### config.mk
export PLATFORM = sky130hd
export DESIGN_NAME = hcsr04_echo_emulator
export DESIGN_NICKNAME = d
export VERILOG_FILES = /design/src/rtl/hcsr04_pkg.sv /design/src/rtl/sync_2ff.sv /design/src/rtl/hcsr04_echo_emulator.sv
export SDC_FILE = /design/constraint.sdc
export NUM_CORES = 1
export LEC_CHECK = 0
export BUFFER_PORTS_ARGS = -buffer_cell sky130_fd_sc_hd__buf_4
export CAP_MARGIN = 30
export CORE_UTILIZATION = 45
export CTS_CLUSTER_DIAMETER = 120
export DETAILED_ROUTE_END_ITERATION = 12
export HOLD_SLACK_MARGIN = 0.05
export PLACE_DENSITY = 0.66
export SYNTH_ARGS = -nofsm -noshare
export SYNTH_HDL_FRONTEND = slang
export SYNTH_SLANG_ARGS = --single-unit
### constraint.sdc
create_clock -name clk -period 8.2 [get_ports clk]
set_input_delay 0.41 -clock clk [delete_from_list [all_inputs] [get_ports clk]]
set_output_delay 0.41 -clock clk [all_outputs]
set_load 0.01 [all_outputs]
### src/rtl/hcsr04_pkg.sv
// Shared definitions for the HC-SR04 echo emulator: state encoding, cycle-count
// formulas and jitter LFSR constants.
package hcsr04_pkg;

  typedef enum logic [2:0] {
    ST_IDLE,
    ST_TRIG_HIGH,
    ST_BURST,
    ST_ECHO,
    ST_HOLDOFF
  } state_t;

  localparam logic [7:0] LFSR_TAPS = 8'hB8;  // x^8 + x^6 + x^5 + x^4 + 1
  localparam logic [7:0] LFSR_SEED = 8'hA5;

  function automatic logic [31:0] cyc_per_us(input logic [31:0] clk_hz);
    return clk_hz / 32'd1_000_000;
  endfunction

  function automatic logic [31:0] us_to_cyc(input logic [31:0] us, input logic [31:0] clk_hz);
    return us * cyc_per_us(clk_hz);
  endfunction

  function automatic logic [31:0] timeout_cyc(input logic [31:0] timeout_us, input logic [31:0] clk_hz);
    return us_to_cyc(timeout_us, clk_hz);
  endfunction

  function automatic logic [31:0] holdoff_cyc(input logic [31:0] holdoff_us, input logic [31:0] clk_hz);
    return us_to_cyc(holdoff_us, clk_hz);
  endfunction

  // Echo width in cycles; out-of-range distances report "no object".
  function automatic logic [31:0] echo_cyc(input logic [31:0] dist_cm, input logic [31:0] us_per_cm,
                                           input logic [31:0] max_cm, input logic [31:0] timeout_us,
                                           input logic [31:0] clk_hz);
    if (dist_cm == 32'd0 || dist_cm > max_cm)
      return timeout_cyc(timeout_us, clk_hz);
    return dist_cm * us_per_cm * cyc_per_us(clk_hz);
  endfunction

  function automatic logic [31:0] max32(input logic [31:0] a, input logic [31:0] b);
    return (a > b) ? a : b;
  endfunction

endpackage

### src/rtl/sync_2ff.sv
// Generic two-flop synchronizer for asynchronous single-bit or bus inputs.
module sync_2ff #(
  parameter int unsigned WIDTH = 1
) (
  input  logic             clk,
  input  logic             rst,
  input  logic [WIDTH-1:0] d,
  output logic [WIDTH-1:0] q
);

  logic [WIDTH-1:0] meta_q;

  always_ff @(posedge clk) begin
    if (rst) begin
      meta_q <= '0;
      q      <= '0;
    end else begin
      meta_q <= d;
      q      <= meta_q;
    end
  end

endmodule

### src/rtl/hcsr04_echo_emulator.sv
// HC-SR04 responder: validates the trigger, waits the burst delay, returns a
// distance-coded echo, then holds off. Optional jitter via `ECHO_JITTER_EN.
module hcsr04_echo_emulator
  import hcsr04_pkg::*;
#(
  parameter int unsigned CLK_FREQ_HZ    = 50_000_000,
  parameter int unsigned TRIG_MIN_US    = 10,
  parameter int unsigned BURST_DELAY_US = 200,
  parameter int unsigned US_PER_CM      = 58,
  parameter int unsigned MAX_DIST_CM    = 400,
  parameter int unsigned TIMEOUT_US     = 38000,
  parameter int unsigned HOLDOFF_US     = 10000
) (
  input  logic       clk,
  input  logic       rst,
  input  logic       trigger_i,
  input  logic [8:0] distance_cm_i,
  output logic       echo_o,
  output logic       busy_o,
  output logic       meas_done_o,
  output logic       short_trig_o
);

  localparam logic [31:0] CYC       = cyc_per_us(CLK_FREQ_HZ);
  localparam logic [31:0] TRIG_CYC  = us_to_cyc(TRIG_MIN_US, CLK_FREQ_HZ);
  localparam logic [31:0] BURST_CYC = us_to_cyc(BURST_DELAY_US, CLK_FREQ_HZ);
  localparam logic [31:0] HOLD_CYC  = holdoff_cyc(HOLDOFF_US, CLK_FREQ_HZ);
  localparam logic [31:0] TMO_CYC   = timeout_cyc(TIMEOUT_US, CLK_FREQ_HZ);
  localparam logic [31:0] DIST_CYC  = MAX_DIST_CM * US_PER_CM * CYC;
  localparam logic [31:0] JIT_CYC   = 32'd7 * CYC;
  localparam logic [31:0] MAX_CYC   = max32(max32(TMO_CYC, DIST_CYC) + JIT_CYC,
                                            max32(HOLD_CYC, max32(BURST_CYC, TRIG_CYC)));
  localparam int unsigned CNT_W     = $clog2(MAX_CYC + 32'd1);

  localparam logic [CNT_W-1:0] TRIG_LAST  = CNT_W'(TRIG_CYC - 32'd1);
  localparam logic [CNT_W-1:0] BURST_LAST = CNT_W'(BURST_CYC - 32'd1);
  localparam logic [CNT_W-1:0] HOLD_LAST  = CNT_W'(HOLD_CYC - 32'd1);

  state_t           state_q, state_d;
  logic [CNT_W-1:0] cnt_q, cnt_d;
  logic [CNT_W-1:0] echo_last_q;
  logic [8:0]       dist_q;
  logic             armed_q, armed_d;
  logic             meas_done_q, meas_done_d;
  logic             short_q, short_d;
  logic             load_dist, load_len;
  logic             trig_s;
  logic [31:0]      jitter;
  logic [31:0]      w_full;

  sync_2ff #(.WIDTH(1)) u_trig_sync (
    .clk (clk),
    .rst (rst),
    .d   (trigger_i),
    .q   (trig_s)
  );

`ifdef ECHO_JITTER_EN
  logic [7:0] lfsr_q;

  always_ff @(posedge clk) begin
    if (rst) lfsr_q <= LFSR_SEED;
    else     lfsr_q <= {lfsr_q[6:0], ^(lfsr_q & LFSR_TAPS)};
  end

  assign jitter = 32'(lfsr_q[2:0]) * CYC;
`else
  assign jitter = '0;
`endif

  assign w_full = echo_cyc(32'(dist_q), US_PER_CM, MAX_DIST_CM, TIMEOUT_US, CLK_FREQ_HZ) + jitter;

  always_comb begin
    state_d     = state_q;
    armed_d     = armed_q;
    meas_done_d = 1'b0;
    short_d     = 1'b0;
    load_dist   = 1'b0;
    load_len    = 1'b0;
    case (state_q)
      ST_IDLE: begin
        // A trigger still high when holdoff ended must drop before it counts.
        if (!trig_s) armed_d = 1'b1;
        if (trig_s && armed_q) state_d = ST_TRIG_HIGH;
      end
      ST_TRIG_HIGH: begin
        if (!trig_s) begin
          if (cnt_q >= TRIG_LAST) begin
            state_d   = ST_BURST;
            load_dist = 1'b1;
          end else begin
            state_d = ST_IDLE;
            short_d = 1'b1;
          end
        end
      end
      ST_BURST: begin
        if (cnt_q == BURST_LAST) begin
          state_d  = ST_ECHO;
          load_len = 1'b1;
        end
      end
      ST_ECHO: begin
        if (cnt_q == echo_last_q) begin
          state_d     = ST_HOLDOFF;
          meas_done_d = 1'b1;
        end
      end
      ST_HOLDOFF: begin
        if (cnt_q == HOLD_LAST) begin
          state_d = ST_IDLE;
          armed_d = !trig_s;
        end
      end
      default: state_d = ST_IDLE;
    endcase

    if (state_d != state_q)  cnt_d = '0;
    else if (cnt_q != '1)    cnt_d = cnt_q + 1'b1;
    else                     cnt_d = cnt_q;
  end

  always_ff @(posedge clk) begin
    if (rst) begin
      state_q     <= ST_IDLE;
      cnt_q       <= '0;
      echo_last_q <= '0;
      dist_q      <= '0;
      armed_q     <= 1'b1;
      meas_done_q <= 1'b0;
      short_q     <= 1'b0;
    end else begin
      state_q     <= state_d;
      cnt_q       <= cnt_d;
      armed_q     <= armed_d;
      meas_done_q <= meas_done_d;
      short_q     <= short_d;
      if (load_dist) dist_q      <= distance_cm_i;
      if (load_len)  echo_last_q <= CNT_W'(w_full - 32'd1);
    end
  end

  assign echo_o       = (state_q == ST_ECHO);
  assign busy_o       = (state_q != ST_IDLE);
  assign meas_done_o  = meas_done_q;
  assign short_trig_o = short_q;

endmodule
==> metrics <==
run status complete, no violations; full die area ~0.012 mm²; DP HPWL slightly below 9 mm; asr flop ratio synth 0%; Leakage about 2.9 nW; top-level I/O count 16; Int Power ~0.53 mW; Core ar. 0.0116 mm²; PortBufs 15; mapped cell area 0.00542 mm²; CP bufs+invs 5; final worst path period need approximately 6.8 ns; # DRC 0; total grt overflow 0; Final setup viols 0; final worst-path cycle share between 80% and 90%; Synth warnings 0; Critical Path Stages 27; Final Hold Vio Count 0; hold buffers post-CTS 0; commonest cells in the synthesized netlist 82 x ha_1, 76 x nor2_1, 75 x inv_1, 58 x dfxtp_1, 43 x xnor2_1; fill cell count about 1100; Final Max Tran Viols 0; Net Switching roughly 0.14 mW; via count between 4000 and 5000; Post-synth top flop dfxtp_1; CTS buffer count 9; # diodes 0; post-synth top area share 21.4%; Avg Cell Area, Syn around 8.4 µm²; flops & latches, synth between 50 and 60; post-synth cell types 55; R2R Path Start dist_q[1]$_SDFFE_PP0P_; clock power share a little over half; Die Width ~110 µm; Synth Net Count approximately 760; hold path depth 2; post-synth top area cell dfxtp_1; drt first pass iters 4; Clock Latency Late Sink roughly 0.33 ns; Syn Inst Count roughly 650; first-pass GRT wire length 18.5 mm; CP delay by family, top adder cells; Max Fanout on Critical Path 8; Logic pwr share 2.8%; multi-input combinational cell area ~0.0039 mm²; Fmax achieved ~150 MHz; Sw Share between 20% and 30%; final wirelength 10.8 mm; Worst EP arrival roughly 7.0 ns; Slew @ Worst Pin 0.745 ns; Fin Setup TNS 0 ns; Initial Util a little under half; Power Density roughly 110 mW/mm²; maxcap violations 0; CTS tree built; max_slew headroom 49.6%; Power, Total ~0.67 mW; Final Worst Setup Slack approximately 1.4 ns; clock skew roughly 0.0099 ns; clock root buffer master clkbuf_16; Area Overhead vs Synth 9.34%; Critical Path Slowest Stage Cell fa_1; largest net degree at the start of global routing 40; GPL Wtd Cong between 0.9 and 1; Sequential Power Share between 40% and 50%; number of global-route vias before repair between 4000 and 5000; startpoint types flop; post_cts resized 0; # nets final 767; dpl ws 1.40 ns; Critical Path End Type flop; HP Start trigger_i; RSZ-0062 raised after global routing false; overall die height between 100 and 150 µm; Tightest Hold Check Type input pin to flop; Initial DRC Count just under 300; most common cell in the netlist ha_1; vias per inst 5.34; CP Data Required Time between 8 and 9 ns; antenna-violating nets left 0; drt wl/cell between 10 and 15 µm; Crit Path Class flop to flop; CTS clock-pin slew for the worst setup and hold paths ~0.05 ns; Post-synth EDFFs 0; Critical Path Start dist_q[1]$_SDFFE_PP0P_; clock sinks 58; Clock H-tree levels 3; Seq. cell area roughly 0.0012 mm²; reg2reg path depth 27; sequential element share of the synthesized area 21.4%; antenna violations before repair 0; worst-case clock buffer depth 2; GRT Overall Usage between 15 and 20%; VDD IR max roughly 0.084 mV; share of layout cells above drive strength 1 between 7 and 8%; top area cells in the synthesized netlist dfxtp_1 21%, ha_1 19%, fa_1 8.1%; Rows 39; max incr delay on CP between 0.5 and 0.6 ns; Post-CTS Setup Inserts 0
## final timing paths
kind,slack [ns],end
worst max-delay path,1.43,echo_last_q[20]$_SDFFE_PP0P_
worst min-delay path,0.30,u_trig_sync.meta_q$_SDFF_PP0_
worst max register to register,1.43,echo_last_q[20]$_SDFFE_PP0P_
worst min register to register,0.43,u_trig_sync.q$_SDFF_PP0_
## cells in the final DEF, fill, tap and decap left out, types with 9 or more instances in the layout
cell type,Yosys,layout
ha_1,82,82
nor2_1,76,76
inv_1,75,75
dfxtp_1,58,58
xnor2_1,43,43
nand2_1,35,35
a21oi_1,35,35
xor2_1,29,29
fa_1,22,22
nand3_1,18,18
buf_4,0,17
nand4_1,16,16
o21ai_0,14,14
nor3_1,12,12
a211oi_1,12,12
mux2i_1,11,11
o21bai_1,9,9
and2_1,9,9
clkbuf_16,0,9
## worst reg2reg max path: stages, from the launching register on
cell and delay (ns):
dfxtp_1 0.49, inv_1 0.13, fa_1 0.55, inv_1 0.04, ha_1 0.30, fa_1 0.46
ha_1 0.34, a21oi_1 0.21, o21bai_1 0.10, a21oi_1 0.30, o21bai_1 0.10, a21oi_1 0.24
xnor2_1 0.21, inv_1 0.11, ha_1 0.31, ha_1 0.27, inv_1 0.05, fa_1 0.49
inv_1 0.04, ha_1 0.33, nor2b_1 0.17, nand3_1 0.08, a21oi_1 0.06, o31a_1 0.30
or3_4 0.35, a2111oi_4 0.36, xnor2_1 0.16, a21oi_1 0.08
## state kept, by name (all words and copies together), names as in the netlist
register	count
cnt_q	21
u_trig_sync.q	1
u_trig_sync.meta_q	1
state_q	3
meas_done_o	1
dist_q	9
echo_last_q	20
short_trig_o	1
armed_q	1
## power groups by stage
stage	Clock, mW	Sequential, mW	Combinational (mW)
2_1_floorplan	0	0.291	0.0128
3_3_place_gp	0	0.292	0.0178
3_5_place_dp	0	0.292	0.0185
4_1_cts	0.372	0.286	0.0186
5_1_grt	0.385	0.287	0.0209
6_report	0.365	0.286	0.0185
## per-layer routing
metal | vias to the layer above | global-route usage [%] | wire, µm | share of wire, %
met5 | - | 0 | 0 | 0
met3 | 15 | 3.43 | 299 | 2.8
li1 | 2195 | - | - | -
met1 | 1998 | 21.9 | 4960 | 46
met4 | 0 | 5.23 | 167 | 1.6
met2 | 58 | 32.4 | 5320 | 49
## cell type report
class,count,area share [%]
Tap cell,143,3.02
Sequential cell,58,19.6
Clock buffer,9,3.80
Multi-Input combinational cell,489,65.5
Clock inverter,7,1.18
Timing Repair Buffer,17,2.15
Inverter,76,4.81
## logic make-up after synthesis
| kind of cell | after synthesis | synth area share [%] |
|---|---|---|
| xor+xnor | 72 | 11.6 |
| mux | 12 | 2.31 |
| flops | 58 | 21.4 |
| simple gates | 205 | 18.8 |
| fa+ha+maj | 104 | 27.0 |
| buf+inv | 99 | 7.01 |
| compound gates | 96 | 11.8 |
## per-stage QoR
stage               util, %  cells  instance area [µm²]  hold slack, ns
finish                 51.3    799                 5930           0.301
global route           51.3    799                 5930           0.297
CTS                    51.3    799                 5930           0.293
detailed placement     48.7    783                 5630           0.427
global placement       48.7    783                 5630           0.417
floorplan                 -    646                 5420           0.414
Note: power is estimated with default switching activity, not from simulation.
